`src/rtl/pls_calc_arbiter_if.sv`:
```
// Handshake bundles around the shared-calculator arbiter: the channel request
// side (pls_req_if) and the single calculator side (pls_calc_if).
interface pls_req_if #(
    parameter int NUM_REQ   = 4,
    parameter int DATA_SIZE = 32
);
    logic [NUM_REQ-1:0]           req_start;
    logic [NUM_REQ*DATA_SIZE-1:0] req_a;
    logic [NUM_REQ*DATA_SIZE-1:0] req_b;
    logic [NUM_REQ-1:0]           req_busy;
    logic [NUM_REQ-1:0]           req_done;
    logic [NUM_REQ*DATA_SIZE-1:0] req_result;
    logic [NUM_REQ-1:0]           req_overrun;

    modport master (
        output req_start, req_a, req_b,
        input  req_busy, req_done, req_result, req_overrun
    );
    modport slave (
        input  req_start, req_a, req_b,
        output req_busy, req_done, req_result, req_overrun
    );
endinterface

interface pls_calc_if #(
    parameter int DATA_SIZE = 32
);
    logic                 calc_start;
    logic [DATA_SIZE-1:0] calc_a;
    logic [DATA_SIZE-1:0] calc_b;
    logic                 calc_busy;
    logic [DATA_SIZE-1:0] calc_result;

    modport master (
        output calc_start, calc_a, calc_b,
        input  calc_busy, calc_result
    );
    modport slave (
        input  calc_start, calc_a, calc_b,
        output calc_busy, calc_result
    );
endinterface

```
`src/rtl/pls_calc_arbiter.sv`:
```
// Round-robin arbiter sharing one start/busy calculator between NUM_REQ
// pulse-generator channels; each channel keeps a private-calculator handshake.
module pls_calc_arbiter #(
    parameter int NUM_REQ   = 4,
    parameter int DATA_SIZE = 32
) (
    input  logic       aclk,
    input  logic       aresetn,
    pls_req_if.slave   req,
    pls_calc_if.master calc
);

    localparam int IDX_W = $clog2(NUM_REQ);

    typedef logic [IDX_W-1:0]     idx_t;
    typedef logic [DATA_SIZE-1:0] data_t;
    typedef enum logic { IDLE, WAIT } state_t;

    state_t state_q, state_d;

    logic [NUM_REQ-1:0]                pending_q, pending_d;
    logic [NUM_REQ-1:0]                done_q, done_d;
    logic [NUM_REQ-1:0]                overrun_q, overrun_d;
    logic [NUM_REQ-1:0]                capture;
    logic [NUM_REQ-1:0][DATA_SIZE-1:0] result_q, result_d;
    data_t                             slot_a_q [NUM_REQ];
    data_t                             slot_b_q [NUM_REQ];

    idx_t  grant_q, grant_d;
    idx_t  last_q, last_d;
    logic  calc_start_q, calc_start_d;
    data_t calc_a_q, calc_a_d;
    data_t calc_b_q, calc_b_d;

    idx_t  sel;
    logic  sel_vld;
    logic  issue;
    logic  complete;

    function automatic idx_t wrap_idx(input int unsigned v);
        return idx_t'(v % NUM_REQ);
    endfunction

    // NOTE: every signal written in an always_comb gets a default first; a branch
    // that leaves it unassigned would otherwise infer a latch.
    // Scan from last+NUM_REQ down to last+1 so the nearest successor of last wins.
    always_comb begin
        sel     = last_q;
        sel_vld = 1'b0;
        for (int k = NUM_REQ; k >= 1; k--) begin
            if (pending_q[wrap_idx(int'(last_q) + k)]) begin
                sel     = wrap_idx(int'(last_q) + k);
                sel_vld = 1'b1;
            end
        end
    end

    assign issue    = (state_q == IDLE) && sel_vld;
    assign complete = (state_q == WAIT) && !calc_start_q && !calc.calc_busy;

    // NOTE: clocked state uses non-blocking assignments so every register samples
    // the pre-edge value of the others regardless of process order.
    always_ff @(posedge aclk) begin
        if (!aresetn) begin
            state_q <= IDLE;
        end else begin
            state_q <= state_d;
        end
    end

    always_comb begin
        state_d = state_q;
        unique case (state_q)
            IDLE: if (issue)    state_d = WAIT;
            WAIT: if (complete) state_d = IDLE;
        endcase
    end

    always_comb begin
        pending_d    = pending_q;
        overrun_d    = overrun_q;
        result_d     = result_q;
        done_d       = '0;
        capture      = '0;
        grant_d      = grant_q;
        last_d       = last_q;
        calc_start_d = 1'b0;
        calc_a_d     = calc_a_q;
        calc_b_d     = calc_b_q;

        if (issue) begin
            grant_d      = sel;
            last_d       = sel;
            calc_start_d = 1'b1;
            calc_a_d     = slot_a_q[sel];
            calc_b_d     = slot_b_q[sel];
        end

        for (int i = 0; i < NUM_REQ; i++) begin
            if (complete && (grant_q == idx_t'(i))) begin
                result_d[i]  = calc.calc_result;
                done_d[i]    = 1'b1;
                pending_d[i] = 1'b0;
            end
            // A start landing on the channel's own completion edge re-arms the slot.
            if (req.req_start[i]) begin
                if (!pending_q[i] || done_d[i]) begin
                    pending_d[i] = 1'b1;
                    capture[i]   = 1'b1;
                end else begin
                    overrun_d[i] = 1'b1;
                end
            end
        end
    end

    always_ff @(posedge aclk) begin
        if (!aresetn) begin
            pending_q    <= '0;
            overrun_q    <= '0;
            result_q     <= '0;
            done_q       <= '0;
            grant_q      <= '0;
            last_q       <= idx_t'(NUM_REQ - 1);
            calc_start_q <= 1'b0;
            calc_a_q     <= '0;
            calc_b_q     <= '0;
        end else begin
            pending_q    <= pending_d;
            overrun_q    <= overrun_d;
            result_q     <= result_d;
            done_q       <= done_d;
            grant_q      <= grant_d;
            last_q       <= last_d;
            calc_start_q <= calc_start_d;
            calc_a_q     <= calc_a_d;
            calc_b_q     <= calc_b_d;
        end
    end

    // NOTE: operand slots are left out of reset; a slot is only read once its
    // pending bit is set, which always follows a capture.
    always_ff @(posedge aclk) begin
        for (int i = 0; i < NUM_REQ; i++) begin
            if (capture[i]) begin
                slot_a_q[i] <= req.req_a[i*DATA_SIZE +: DATA_SIZE];
                slot_b_q[i] <= req.req_b[i*DATA_SIZE +: DATA_SIZE];
            end
        end
    end

    assign req.req_busy    = pending_q;
    assign req.req_done    = done_q;
    assign req.req_result  = result_q;
    assign req.req_overrun = overrun_q;
    assign calc.calc_start = calc_start_q;
    assign calc.calc_a     = calc_a_q;
    assign calc.calc_b     = calc_b_q;

endmodule

```
`src/flat_wrapper.sv`:
```
// flat-port wrapper written by rule: the top's interface ports become plain ports
module pls_calc_arbiter_flat 
#(
    parameter int NUM_REQ   = 4,
    parameter int DATA_SIZE = 32
)
  (aclk, aresetn, req_req_start, req_req_a, req_req_b, req_req_busy, req_req_done, req_req_result, req_req_overrun, calc_calc_start, calc_calc_a, calc_calc_b, calc_calc_busy, calc_calc_result);
  pls_req_if #(.NUM_REQ(NUM_REQ), .DATA_SIZE(DATA_SIZE)) req_i ();
  pls_calc_if #(.DATA_SIZE(DATA_SIZE)) calc_i ();
  input  logic aclk;
  input  logic aresetn;
  input wire logic [$bits(req_i.req_start)-1:0] req_req_start;
  input wire logic [$bits(req_i.req_a)-1:0] req_req_a;
  input wire logic [$bits(req_i.req_b)-1:0] req_req_b;
  output wire logic [$bits(req_i.req_busy)-1:0] req_req_busy;
  output wire logic [$bits(req_i.req_done)-1:0] req_req_done;
  output wire logic [$bits(req_i.req_result)-1:0] req_req_result;
  output wire logic [$bits(req_i.req_overrun)-1:0] req_req_overrun;
  output wire logic [$bits(calc_i.calc_start)-1:0] calc_calc_start;
  output wire logic [$bits(calc_i.calc_a)-1:0] calc_calc_a;
  output wire logic [$bits(calc_i.calc_b)-1:0] calc_calc_b;
  input wire logic [$bits(calc_i.calc_busy)-1:0] calc_calc_busy;
  input wire logic [$bits(calc_i.calc_result)-1:0] calc_calc_result;
  assign req_i.req_start = req_req_start;
  assign req_i.req_a = req_req_a;
  assign req_i.req_b = req_req_b;
  assign req_req_busy = req_i.req_busy;
  assign req_req_done = req_i.req_done;
  assign req_req_result = req_i.req_result;
  assign req_req_overrun = req_i.req_overrun;
  assign calc_calc_start = calc_i.calc_start;
  assign calc_calc_a = calc_i.calc_a;
  assign calc_calc_b = calc_i.calc_b;
  assign calc_i.calc_busy = calc_calc_busy;
  assign calc_i.calc_result = calc_calc_result;
  pls_calc_arbiter #(.NUM_REQ(NUM_REQ), .DATA_SIZE(DATA_SIZE)) u_core (.aclk(aclk), .aresetn(aresetn), .req(req_i), .calc(calc_i));
endmodule
```
`config.mk`:
```
export PLATFORM = sky130hd
export DESIGN_NAME = pls_calc_arbiter_flat
export DESIGN_NICKNAME = d
export VERILOG_FILES = /design/src/rtl/pls_calc_arbiter_if.sv /design/src/rtl/pls_calc_arbiter.sv /design/src/flat_wrapper.sv
export SDC_FILE = /design/constraint.sdc
export NUM_CORES = 1
export LEC_CHECK = 0
export ABC_CLOCK_PERIOD_IN_PS = 7100
export BUFFER_PORTS_ARGS = -buffer_cell sky130_fd_sc_hd__buf_2
export CAP_MARGIN = 20
export CORE_MARGIN = 4
export CORE_UTILIZATION = 40
export DETAILED_ROUTE_END_ITERATION = 10
export HOLD_SLACK_MARGIN = 0.15
export PLACE_DENSITY = 0.67
export SYNTH_ARGS = -nofsm -noshare
export SYNTH_HDL_FRONTEND = slang
export SYNTH_SLANG_ARGS = --single-unit
```
`constraint.sdc`:
```
create_clock -name aclk -period 7.1 [get_ports aclk]
set_input_delay 1.42 -clock aclk [delete_from_list [all_inputs] [get_ports aclk]]
set_output_delay 1.42 -clock aclk [all_outputs]
set_load 0.1 [all_outputs]
```
==> key figures <==
Placement
  – PortBufs: 499
  – Gpl congestion: 0.822
  – Placed cell area: 19800 sq um
  – Dpl hpwl: 33.9 mm

Drt
  – DRT Pass-1 Iters: 5
  – Drt wl/cell: 21.1 um
  – Vias per Instance: 5.11
  – Via count: 11900
  – Detail Route Antenna Nets: 0
  – Initial DRC count: 849
  – # DRC: 0
  – Detailed-route wire length: 49.0 mm

Status
  – Status: completed

Critical path
  – Reg2Reg Setup Slack: 4.10 ns
  – CP Data Required Time: 7.28 ns
  – CP Capture Type: register
  – Setup crit start kind: primary input
  – R2r startpoint: u_core.req.req_busy[0]
  – Worst Reg-to-Reg Cells: 4
  – Max FO, Critical Path: 64
  – Critical path class: primary input to register
  – R2R Path End: u_core.calc.calc_a[18]
  – Crit path arrival time: 3.72 ns

STA
  – Final hold vios: 0
  – Worst relative slew slack: 15.9%
  – Final worst-path cycle share: 49.9%
  – Unrepaired setup endpoints after global routing: false
  – Setup tns final: 0 ns
  – Minimum clock period: 3.54 ns
  – Slew Limit Fails: 0
  – Hold slack: 0.452 ns
  – Tightest Pin Transition: 1.26 ns
  – Highest clock rate: 283 MHz
  – Setup violators final: 0
  – Skew final: 0.00987 ns

Logic synthesis
  – Simple-gate share of the synthesized area: 8.46%
  – Synth Area in XOR/XNOR: 0%
  – Post-synthesis compound-gate area fraction: 10.4%
  – Most frequent cells after synthesis: nand2_1, edfxtp_1, dfxtp_1, a21oi_1, mux2i_1
  – Largest family of logic cells by synthesized area: compound AO/OA/AOI/OAI gates
  – Unique cell type count in the Yosys netlist: 39
  – Net Count, Synth: 1546
  – Mux share of post-synthesis cell area: 7.69%
  – Yosys warning count: 0
  – Synth Area in Adders: 0%
  – Synth Instances: 1251
  – Top-count cell post-synth: nand2_1
  – Synth area leaders: edfxtp_1, dfxtp_1, mux2i_1
  – EDFF count, synth: 256
  – Syn avg cell area: 13.4 sq um
  – Mapped Area: 16800 sq um
  – Sequential-to-total area share from yosys stat: 70.8%
  – Top cell type's share of synthesized area: 45.8%
  – Ys async rst share: 0%
  – Cell taking the most area after synthesis: edfxtp_1
  – Top FF cell, synth: edfxtp_1
  – Synthesized flop and latch total: 466

Floorplanning
  – Die width: 213 um
  – Die Area: 45300 sq um
  – Core Region: 41200 sq um
  – Row cnt: 74
  – Total I/O pin count: 500
  – Starting Density: 40.8%
  – Vert. Die Dim: 213 um

Hold path
  – Worst min-delay path category: register to register
  – Hold endpoint: u_core.req.req_result[97]
  – HP Start: u_core.req.req_result[97]
  – Hold depth: 2

GRT
  – Gr ovfl total: 0
  – Met3 usage: 5.95%
  – First-pass GRT wire length: 71.9 mm
  – Initial antenna violation count: 14
  – Global router's overall resource usage: 20.6%
  – Largest net degree at the start of global routing: 130
  – M2 GR Usage: 34.9%
  – GRT Max-Usage Layer: met2
  – Number of global-route vias before repair: 12000
  – Met1 Resource Use GR: 25.6%

Power and ir drop
  – Sw Pwr: 2190 uW
  – Pwr dens: 331 nW/um^2
  – Logic pwr share: 19.9%
  – Net Sw Frac: 30.9%
  – Int Power: 4900 uW
  – Max VDD drop: 0.179 mV
  – Reg power frac: 44.2%
  – Leak pwr: 0.00881 uW
  – Clock share of power: 35.9%

Layout
  – Area Growth Syn to Fin: 27.5%
  – Post-layout instance area: 21400 sq um
  – Number of fill cells: 3565
  – Layout cells sized above 1: 37.3%
  – Final net count: 2033
  – Final design utilization: 51.9%

Clock tree
  – CTS HTree Levels: 2
  – Hold-fix buffers, CTS: 0
  – Root Driver: clkbuf_16
  – Clock slew at reported path FFs: 0.06 ns
  – Clock Latency Late Sink: 0.57 ns
  – Post-CTS setup repair buffer count: 0
  – Total CTS buffers: 47
  – Post_cts resized: 0
  – CTS tree: built
  – Clock Sinks: 466
  – CTS Buffer Depth: 3

Run
  – Max Cap Viol: 0
[metrics by stage]
step | worst slack, ns | power (uW) | std cells
after detailed placement | 2.99 | 4610 | 2221
after floorplan | 1.21 | 4270 | 1251
after CTS | 3.62 | 7160 | 2309
final | 3.56 | 7090 | 2322
after global routing | 3.35 | 7340 | 2317
after global placement | 3.03 | 4590 | 2220
[layout make-up]
type | instances | area, sq um | area share, %
Tap cell | 532 | 666 | 3.11
Sequential cell | 466 | 11900 | 55.6
Clock buffer | 59 | 1300 | 6.09
Antenna cell | 13 | 32.5 | 0.152
Timing Repair Buffer | 517 | 2670 | 12.5
Clock inverter | 29 | 305 | 1.43
Multi-Input combinational cell | 703 | 4520 | 21.1
Inverter | 3 | 13.8 | 0.0643
[cells by family after synthesis]
family | count (synthesis)
AOI/OAI and AO/OA | 216
buffers and inverters | 82
DFF | 466
muxes | 129
and+or+nand+nor | 358
[power groups by stage]
stage	clock network, uW	registers, uW	logic, uW
final	2550	3130	1410
after detailed placement	0	3190	1420
after floorplan	0	3820	456
after global placement	0	3180	1400
after global routing	2710	3150	1470
after CTS	2600	3130	1420
[sequential cells by signal, indices dropped and copies added (netlist names), 2 cells and up]
signal / count
u_core.last_q: 2
u_core.req.req_result: 128
u_core.grant_q: 2
u_core.req.req_done: 4
u_core.calc.calc_b: 32
u_core.req.req_overrun: 4
u_core.slot_b_q: 128
u_core.slot_a_q: 128
u_core.req.req_busy: 4
u_core.calc.calc_a: 32
[layout by cell type (no fill, tap or decap), types with 2 or more instances in the layout]
| master | instances |
|---|---|
| a31oi_1 | 4 |
| buf_2 | 499 |
| nand2b_1 | 3 |
| clkbuf_16 | 49 |
| bufinv_16 | 6 |
| clkinvlp_4 | 2 |
| a21oi_1 | 135 |
| o221ai_1 | 4 |
| clkbuf_8 | 4 |
| o221ai_2 | 60 |
| dfxtp_1 | 210 |
| o21ai_0 | 4 |
| clkinv_2 | 11 |
| clkbuf_1 | 6 |
| inv_1 | 2 |
| nand2_1 | 323 |
| a21boi_4 | 4 |
| mux2i_1 | 129 |
| and2_1 | 2 |
| edfxtp_1 | 256 |
| clkinv_1 | 8 |
| diode_2 | 13 |
| nor2_1 | 16 |
| buf_4 | 16 |
[how the worst max path moves through the flow]
| stage | start | to | slack (ns) | cells after the start |
|---|---|---|---|---|
| floorplan | calc_calc_busy | u_core.slot_a_q[2][0] | 1.21 | 4 |
| global placement | calc_calc_busy | u_core.slot_a_q[0][12] | 3.03 | 6 |
| detailed placement | calc_calc_busy | u_core.slot_a_q[0][8] | 2.99 | 6 |
| CTS | calc_calc_busy | u_core.slot_a_q[0][10] | 3.62 | 6 |
| global route | calc_calc_busy | u_core.slot_a_q[0][10] | 3.35 | 6 |
| finish | calc_calc_busy | u_core.slot_a_q[0][10] | 3.56 | 6 |
[critical path, cell delays in order]
cell	delay (ns)
buf_2	0.11
nor4b_1	0.50
nand2b_1	0.34
buf_4	0.34
a21boi_4	0.17
buf_4	0.72
[metal layers]
metal	part of all wire, %	routed length [um]
met3	9.5	4670
met5	0.084	41
met1	39	19100
met2	49	24000
met4	2.4	1170
Power figures use the tool's default switching activity.
